[src/rtl/mux_nto1_stream.sv]
`default_nettype none
// ============================================================================
// Module   : mux_nto1_stream
// Summary  : N:1 valid/ready stream multiplexer with a registered output stage.
//            The input channel is chosen by SEL or round-robin across valid channels.
//            If MUX_CNT_EN is defined, the CNT port and a saturating
//            accepted-word counter are added.
// Revision : 1.0 - initial release
// ============================================================================
module mux_nto1_stream #(
  parameter int N  = 4,
  parameter int W  = 8,
  parameter int SW = $clog2(N)
) (
  input  logic           CLK,
  input  logic           RST,
  input  logic           MODE,
  input  logic [SW-1:0]  SEL,
  input  logic [N*W-1:0] IN_DATA,
  input  logic [N-1:0]   IN_VALID,
  output logic [N-1:0]   IN_READY,
  output logic [W-1:0]   OUT_DATA,
  output logic           OUT_VALID,
  input  logic           OUT_READY,
  output logic [SW-1:0]  OUT_CH
`ifdef MUX_CNT_EN
  ,
  output logic [15:0]    CNT
`endif
);

  localparam logic [SW-1:0] LAST_CH = SW'(N - 1);

  logic [W-1:0]  out_data_q,  out_data_d;
  logic [SW-1:0] out_ch_q,    out_ch_d;
  logic          out_valid_q, out_valid_d;
  logic [SW-1:0] ptr_q,       ptr_d;

  logic          grant_vld;
  logic [SW-1:0] grant_idx;
  logic [SW-1:0] rr_sel;
  int            rr_idx;
  logic          load;
  logic          accept;

  // The round-robin search runs from the farthest candidate to the nearest one,
  // so the valid channel closest to ptr_q is the last one written and wins.
  always_comb begin
    grant_vld = 1'b0;
    grant_idx = '0;
    rr_idx    = 0;
    rr_sel    = '0;
    if (!MODE) begin
      for (int i = 0; i < N; i++) begin
        if (SEL == SW'(i) && IN_VALID[i]) begin
          grant_vld = 1'b1;
          grant_idx = SW'(i);
        end
      end
    end else begin
      for (int k = N - 1; k >= 0; k--) begin
        rr_idx = int'(ptr_q) + k;
        if (rr_idx >= N) rr_idx = rr_idx - N;
        rr_sel = SW'(rr_idx);
        if (IN_VALID[rr_sel]) begin
          grant_vld = 1'b1;
          grant_idx = rr_sel;
        end
      end
    end
  end

  assign load   = ~out_valid_q | OUT_READY;
  assign accept = grant_vld & load & ~RST;

  always_comb begin
    IN_READY = '0;
    if (accept) IN_READY[grant_idx] = 1'b1;
  end

  always_comb begin
    out_data_d  = out_data_q;
    out_ch_d    = out_ch_q;
    out_valid_d = out_valid_q;
    ptr_d       = ptr_q;
    if (accept) begin
      out_data_d  = IN_DATA[int'(grant_idx)*W +: W];
      out_ch_d    = grant_idx;
      out_valid_d = 1'b1;
      if (MODE) ptr_d = (grant_idx == LAST_CH) ? '0 : grant_idx + 1'b1;
    end else if (out_valid_q && OUT_READY) begin
      out_valid_d = 1'b0;
    end
  end

  always_ff @(posedge CLK) begin
    if (RST) begin
      out_data_q  <= '0;
      out_ch_q    <= '0;
      out_valid_q <= 1'b0;
      ptr_q       <= '0;
    end else begin
      out_data_q  <= out_data_d;
      out_ch_q    <= out_ch_d;
      out_valid_q <= out_valid_d;
      ptr_q       <= ptr_d;
    end
  end

  assign OUT_DATA  = out_data_q;
  assign OUT_CH    = out_ch_q;
  assign OUT_VALID = out_valid_q;

`ifdef MUX_CNT_EN
  logic [15:0] cnt_q, cnt_d;

  always_comb begin
    cnt_d = cnt_q;
    if (accept && cnt_q != 16'hFFFF) cnt_d = cnt_q + 16'd1;
  end

  always_ff @(posedge CLK) begin
    if (RST) cnt_q <= '0;
    else     cnt_q <= cnt_d;
  end

  assign CNT = cnt_q;
`endif

endmodule
`default_nettype wire

[config.mk]
export PLATFORM = sky130hd
export DESIGN_NAME = mux_nto1_stream
export DESIGN_NICKNAME = d
export VERILOG_FILES = /design/src/rtl/mux_nto1_stream.sv
export SDC_FILE = /design/constraint.sdc
export NUM_CORES = 1
export LEC_CHECK = 0
export CAP_MARGIN = 20
export CORE_MARGIN = 1.5
export CORE_UTILIZATION = 43
export DETAILED_ROUTE_END_ITERATION = 8
export PLACE_DENSITY = 0.91
export SLEW_MARGIN = 40
export SYNTH_ARGS = -nofsm -noshare
export SYNTH_HDL_FRONTEND = slang
export SYNTH_SLANG_ARGS = --single-unit
[constraint.sdc]
create_clock -name CLK -period 11.8 [get_ports CLK]
set_input_delay 3.54 -clock CLK [delete_from_list [all_inputs] [get_ports CLK]]
set_output_delay 3.54 -clock CLK [all_outputs]
set_load 0.02 [all_outputs]
Word-level counts from Yosys, hierarchy flattened:

Cells that the tools add are included.

* flip-flop bits (word level): 13
* input bits: 42
* output and inout port bits: 15
* word-level logic and storage cells: 80

* add/subtract/negate cells: 8
* order comparisons: 10
* eq/ne operators: 4
* shift-type cells: 1
* muxes and demuxes: 39
* bitwise gates (word level): 5
* reduce and logical (&&, ||, !) cells: 9

Operators by type and width (count)
* 2-bit 2-to-1 mux: 16
* 32-bit by 6-bit indexed part select with 8-bit output: 1
* 1-bit 2-to-1 mux: 17
* 2-bit by 3-bit less-than comparator with 1-bit output (second input constant): 5
* 3-bit greater-or-equal comparator (second input constant): 3
* 1-bit binary-select mux with 2-bit select: 4
* 2-bit by 1-bit subtractor with 2-bit output (second input constant): 4
* 2-bit by 2-bit adder with 3-bit output (second input constant): 2
* 2-bit equality test (second input constant): 3
* 1-bit logical AND: 6
* 4-bit 2-to-1 mux: 1
* 2-bit by 1-bit adder with 3-bit output (second input constant): 1
* 2-bit by 3-bit greater-or-equal comparator with 1-bit output (second input constant): 1
* 2-bit by 1-bit adder with 2-bit output (second input constant): 1
* 1-bit AND: 2
* 1-bit demux with 2-bit select: 1
* 2-bit by 1-bit equality test with 1-bit output (second input constant): 1
* 2-bit by 1-bit greater-or-equal comparator with 1-bit output (second input constant): 1
* 2-bit logical NOT: 1
* 1-bit NOT: 2
* 2-bit AND reduction: 1
* 2-bit nonzero test: 1
* 1-bit OR: 1

Logic depth before layout (Yosys ltp):

* word-level depth: 16
* gate-level depth with buffers: 9
* mapped depth without buffers: 7

Least setup slack after synthesis:

No wires, ideal clock.

* kind: input -> output
* from: input port IN_VALID[1]
* to: output port IN_READY[3]
* arrival: 5.295 ns
* required time: 8.260 ns
* slack: 2.965 ns
* stages on the path: 8
* path buffers: 2
* cell sequence: buf_6 -> nor4b_1 -> or4_4 -> or3_1 -> nand3_2 -> buf_6 -> ha_1 -> and2_1

* cells in the longest elaborated chain, start to end: 12
* elaborated cells on any way between the ends: 33
* those cells by class: 2 x order compare; 27 x mux; 2 x bitwise; 2 x reduce/logical

RTL lines
* start, declared: line 20 `input logic [N-1:0] IN_VALID,`
* 1-bit binary-select mux with 2-bit select: line 65 `if (IN_VALID[rr_sel]) begin`
* 1-bit 2-to-1 mux (implied by the code): line 65
* 2-bit 2-to-1 mux (4 in series): line 65
* 2-bit 2-to-1 mux: line 53 `if (!MODE) begin`
* 2-bit by 3-bit less-than comparator with 1-bit output (implied by the code) or 2-bit by 1-bit greater-or-equal comparator with 1-bit output (tied branches): line 78 `if (accept) IN_READY[grant_idx] = 1'b1;`
* 1-bit logical AND (implied by the code): line 78
* 1-bit 2-to-1 mux (implied by the code): line 78
* 1-bit demux with 2-bit select: line 78
* 4-bit 2-to-1 mux (*): line 78
* end, declared: line 21 `output logic [N-1:0] IN_READY,`

Mark *: on every way between the ends. The rest lies on a longest branch, timed or not. The select of a mux whose other input is x is not followed.

Final worst setup path:

Same ends and word-level chain as after synthesis.

==> summary.md <==
| Metric | Value |
|---|---|
| Status | finished, final reports clean |
| Max clock buf depth | 2 |
| Slew headroom | 57.01% |
| Worst EP arrival | 6.46 ns |
| Total placed cells including tap cells | 202 |
| Transition time at the pin with the least slew margin | 0.6448 ns |
| Pin count of the biggest net entering global routing | 22 |
| Number of violations reported at the end of detailed-routing iteration 0 | 7 |
| Average wire per standard cell | 12.59 µm |
| Total of fill cells in the finished design | 203 |
| Synth cell types | 42 |
| Max H-tree Level | 1 |
| Worst hold path type | flip-flop to flip-flop |
| Cell Count, Final, Fillers Out | 206 |
| Post-CTS Hold Buffers | 0 |
| Clock tree from TritonCTS | done |
| CP Data Required Time | 8.26 ns |
| Flip-flop and latch count after synthesis | 13 |
| CORE AREA | 2477 µm² |
| Port Buffers | 56 |
| Setup Total Neg Slack | 0 ns |
| Length of the first detailed-routing pass in iterations | 4 |
| Standard-cell row count | 18 |
| CTS buffer count | 3 |
| IR drop worst, VDD | 0.00006238 V |
| Type of destination of the critical path | output pin |
| Post-CTS setup buffer count | 0 |
| Clock insertion delay at the later pin of the skew report | 0.27 ns |
| Height of the chip | 54.18 µm |
| Number of antenna violations at the first check in global routing | 0 |
| Source of the worst register-to-register timing path | ptr_q[0] |
| Dominant cell type by area after synthesis | sky130_fd_sc_hd__dfxtp_1 |
| Worst hold slack across all endpoints | 0.4702 ns |
| Leak | 0.0006245 µW |
| Worst-case reg-to-reg path depth | 7 |
| Avg Vias per Cell | 5.252 |
| Cell chain of the critical path | clkdlybuf4s50_1 > nor4b_1 > or4_4 > or3_1 > nand3_2 > ha_1 > and2_1 > clkdlybuf4s50_1 |
| Setup repair after global routing missed its margin | false |
| Most numerous cell on the critical path | sky130_fd_sc_hd__clkdlybuf4s50_1 |
| Sequential-to-total area share from yosys stat | 23.11% |
| Total of endpoints with negative setup slack in the final report | 0 |
| Cell with the largest stage delay on the worst path | sky130_fd_sc_hd__clkdlybuf4s50_1 |
| Total number of vias | 1082 |
| RePlAce Congestion | 0.7527 |
| Final critical-path share of the clock period | 84.72% |
| CTS Sinks | 13 |
| Share of the synthesized area in the top cell type | 23.11% |
| Final worst path period need | 9.997 ns |
| Cell types occupying the most area after synthesis | sky130_fd_sc_hd__dfxtp_1, sky130_fd_sc_hd__mux2_2, sky130_fd_sc_hd__mux2i_1, sky130_fd_sc_hd__o32ai_1, sky130_fd_sc_hd__buf_6 |
| Total grt overflow | 0 |
| Crit start category | primary input |
| Yosys warning total | 0 |
| Maximum clock frequency | 100.0 MHz |
| Final Hold Fails | 0 |
| Nets@finish | 220 |
| Top cell family by delay on the critical path | simple AND/OR/NAND/NOR gates |
| Setup slack, reg-to-reg | 9.38 ns |
| Crit. Startpoint | IN_VALID[1] |
| Clock-pin slew of the registers on the worst-case setup and hold paths | 0.08 ns |
| Half-perimeter wire length after detailed placement | 1.981 mm |
| Instance count on the critical path | 8 |
| Overall die width | 54.18 µm |
| End-of-flow core utilization | 66.36% |
| Via count of the first global-routing pass | 1021 |
| Cell chosen for the clock root | sky130_fd_sc_hd__clkbuf_4 |
| Final wirelength | 2.594 mm |
| Count of instances resized after the clock tree is built | 0 |
| Initial core utilization | 45.45% |
| Area growth, synth to finish | 46.00% |
| Layout Skew | 0.003221 ns |
| Netlist Area Pre-Place | 1126 µm² |
| Share of layout cells above drive strength 1 | 14.20% |
| Count of antenna diodes in the layout | 0 |
| First-pass GRT wire length | 4.264 mm |
| Max Transition Viols Final | 0 |
| Cell area power density | 90.84 nW/µm² |
| Mapped Avg Cell Area | 9.009 µm² |
| Post-Synthesis Cells | 125 |
| I/O pin count | 57 |
| Critical Setup Path Class | primary input to output pin |
| Number of maximum-capacitance violations | 0 |
| DRC violations left | 0 |
| Worst r2r dst | ptr_q[1] |
| Area taken by multi-input logic gates | 703.2 µm² |
| Register Area | 260.3 µm² |
| Synthesized net count | 168 |
| Post-route ant nets | 0 |
| Overall routing resource usage | 20.07% |
| Max stage delay on crit path | 0.60 ns |
| Area of the die | 2935 µm² |
| Largest driver fanout on the critical path | 21 |
| Worst Setup EP | IN_READY[3] |
| Combined buffer and inverter count along the critical path | 2 |
[worst min-delay path by stage]
stage	slack [ns]	end	startpoint	cells past startpoint
2_1_floorplan	0.50	ptr_q[1]	ptr_q[1]	2
3_3_place_gp	0.45	OUT_CH[0]	OUT_CH[0]	2
3_5_place_dp	0.46	OUT_CH[0]	OUT_CH[0]	2
4_1_cts	0.48	OUT_CH[0]	OUT_CH[0]	2
5_1_grt	0.51	OUT_CH[0]	OUT_CH[0]	2
6_report	0.47	OUT_CH[0]	OUT_CH[0]	2
[metrics by stage]
stage | cell area, µm² | total power [µW] | worst slack [ns]
final | 1644 | 149.4 | 1.803
after global routing | 1644 | 159.0 | 1.642
after CTS | 1644 | 150.6 | 1.780
after detailed placement | 1618 | 123.5 | 1.782
after global placement | 1618 | 121.8 | 1.853
after floorplan | 1126 | 97.29 | 2.965
[layout by cell type, fill, tap and decap left out, types with 2 or more instances in the layout]
cell type / netlist / layout
sky130_fd_sc_hd__buf_4: 2 / 2
sky130_fd_sc_hd__nor2_1: 3 / 3
sky130_fd_sc_hd__clkbuf_4: 0 / 3
sky130_fd_sc_hd__inv_1: 11 / 11
sky130_fd_sc_hd__and2_1: 4 / 4
sky130_fd_sc_hd__mux2_2: 9 / 9
sky130_fd_sc_hd__and2_2: 5 / 5
sky130_fd_sc_hd__nor3b_1: 3 / 3
sky130_fd_sc_hd__dfxtp_1: 13 / 13
sky130_fd_sc_hd__a31oi_1: 2 / 2
sky130_fd_sc_hd__a21oi_1: 4 / 4
sky130_fd_sc_hd__clkdlybuf4s50_1: 0 / 56
sky130_fd_sc_hd__nor3_1: 2 / 2
sky130_fd_sc_hd__o21ai_0: 3 / 3
sky130_fd_sc_hd__o21ai_1: 5 / 5
sky130_fd_sc_hd__o32ai_1: 8 / 8
sky130_fd_sc_hd__nand2_1: 9 / 9
sky130_fd_sc_hd__mux2i_1: 10 / 10
[worst register-to-register path, stage by stage, from the launching register on]
cell                      delay (ns)
sky130_fd_sc_hd__dfxtp_1        0.51
sky130_fd_sc_hd__nor4b_1        0.10
sky130_fd_sc_hd__or4_4          0.56
sky130_fd_sc_hd__or3_1          0.40
sky130_fd_sc_hd__nand3_2        0.29
sky130_fd_sc_hd__ha_1           0.29
sky130_fd_sc_hd__nand3_1        0.06
sky130_fd_sc_hd__a21oi_1        0.06
[report_power, final]
group          switching, µW  internal (µW)
clock                   14.0           13.1
sequential              4.02           49.8
combinational           30.2           38.3
[registers in the layout, indices dropped and copies added, names as in the netlist]
signal and count:
OUT_VALID 1, ptr_q 2, OUT_DATA 8, OUT_CH 2
[final cells by class]
class | count | share of cell area (%)
clock buffer | 4 | 1.598
multi-input combinational | 90 | 42.77
sequential | 13 | 15.83
tap | 30 | 2.283
timing repair buffer | 58 | 35.01
inverter | 11 | 2.511
[synthesized netlist by cell type (all sizes together)]
library cell / instances
nand4bb: 1
mux2i: 10
bufbuf: 1
nor2: 3
nor3: 2
buf: 8
and3: 2
inv: 11
and2: 9
nand2: 9
nor4bb: 1
o32ai: 8
a21oi: 4
or3: 1
a2111oi: 1
nand3: 2
clkbuf: 2
o22ai: 1
and3b: 1
or4: 1
nand4b: 1
a21o: 1
nor4: 1
a2111o: 1
nor2b: 1
o211a: 1
nor3b: 3
a41oi: 1
ha: 1
a31oi: 2
mux2: 9
nand2b: 1
or2: 1
nor4b: 1
dfxtp: 13
o21ai: 9
[layer usage]
layer  vias up  part of all wire, %  GRT usage, %  routed length (µm)
met5         -                    0             0                   0
met4         0                 0.85         11.67                  22
met3         2                  7.6         3.611                 196
met2        44                   46         31.73                1205
met1       480                   45         25.30                1170
li1        556                    -             -                   -
[kinds of logic after synthesis]
logic type / synth area share, %
buffers and inverters: 15.11
adder cells (fa/ha/maj): 1.111
AND/OR/NAND/NOR: 23.00
AO/OA/AOI/OAI: 19.78
multiplexers: 17.89
flip-flops: 23.11
(Power assumes the default switching activity.)
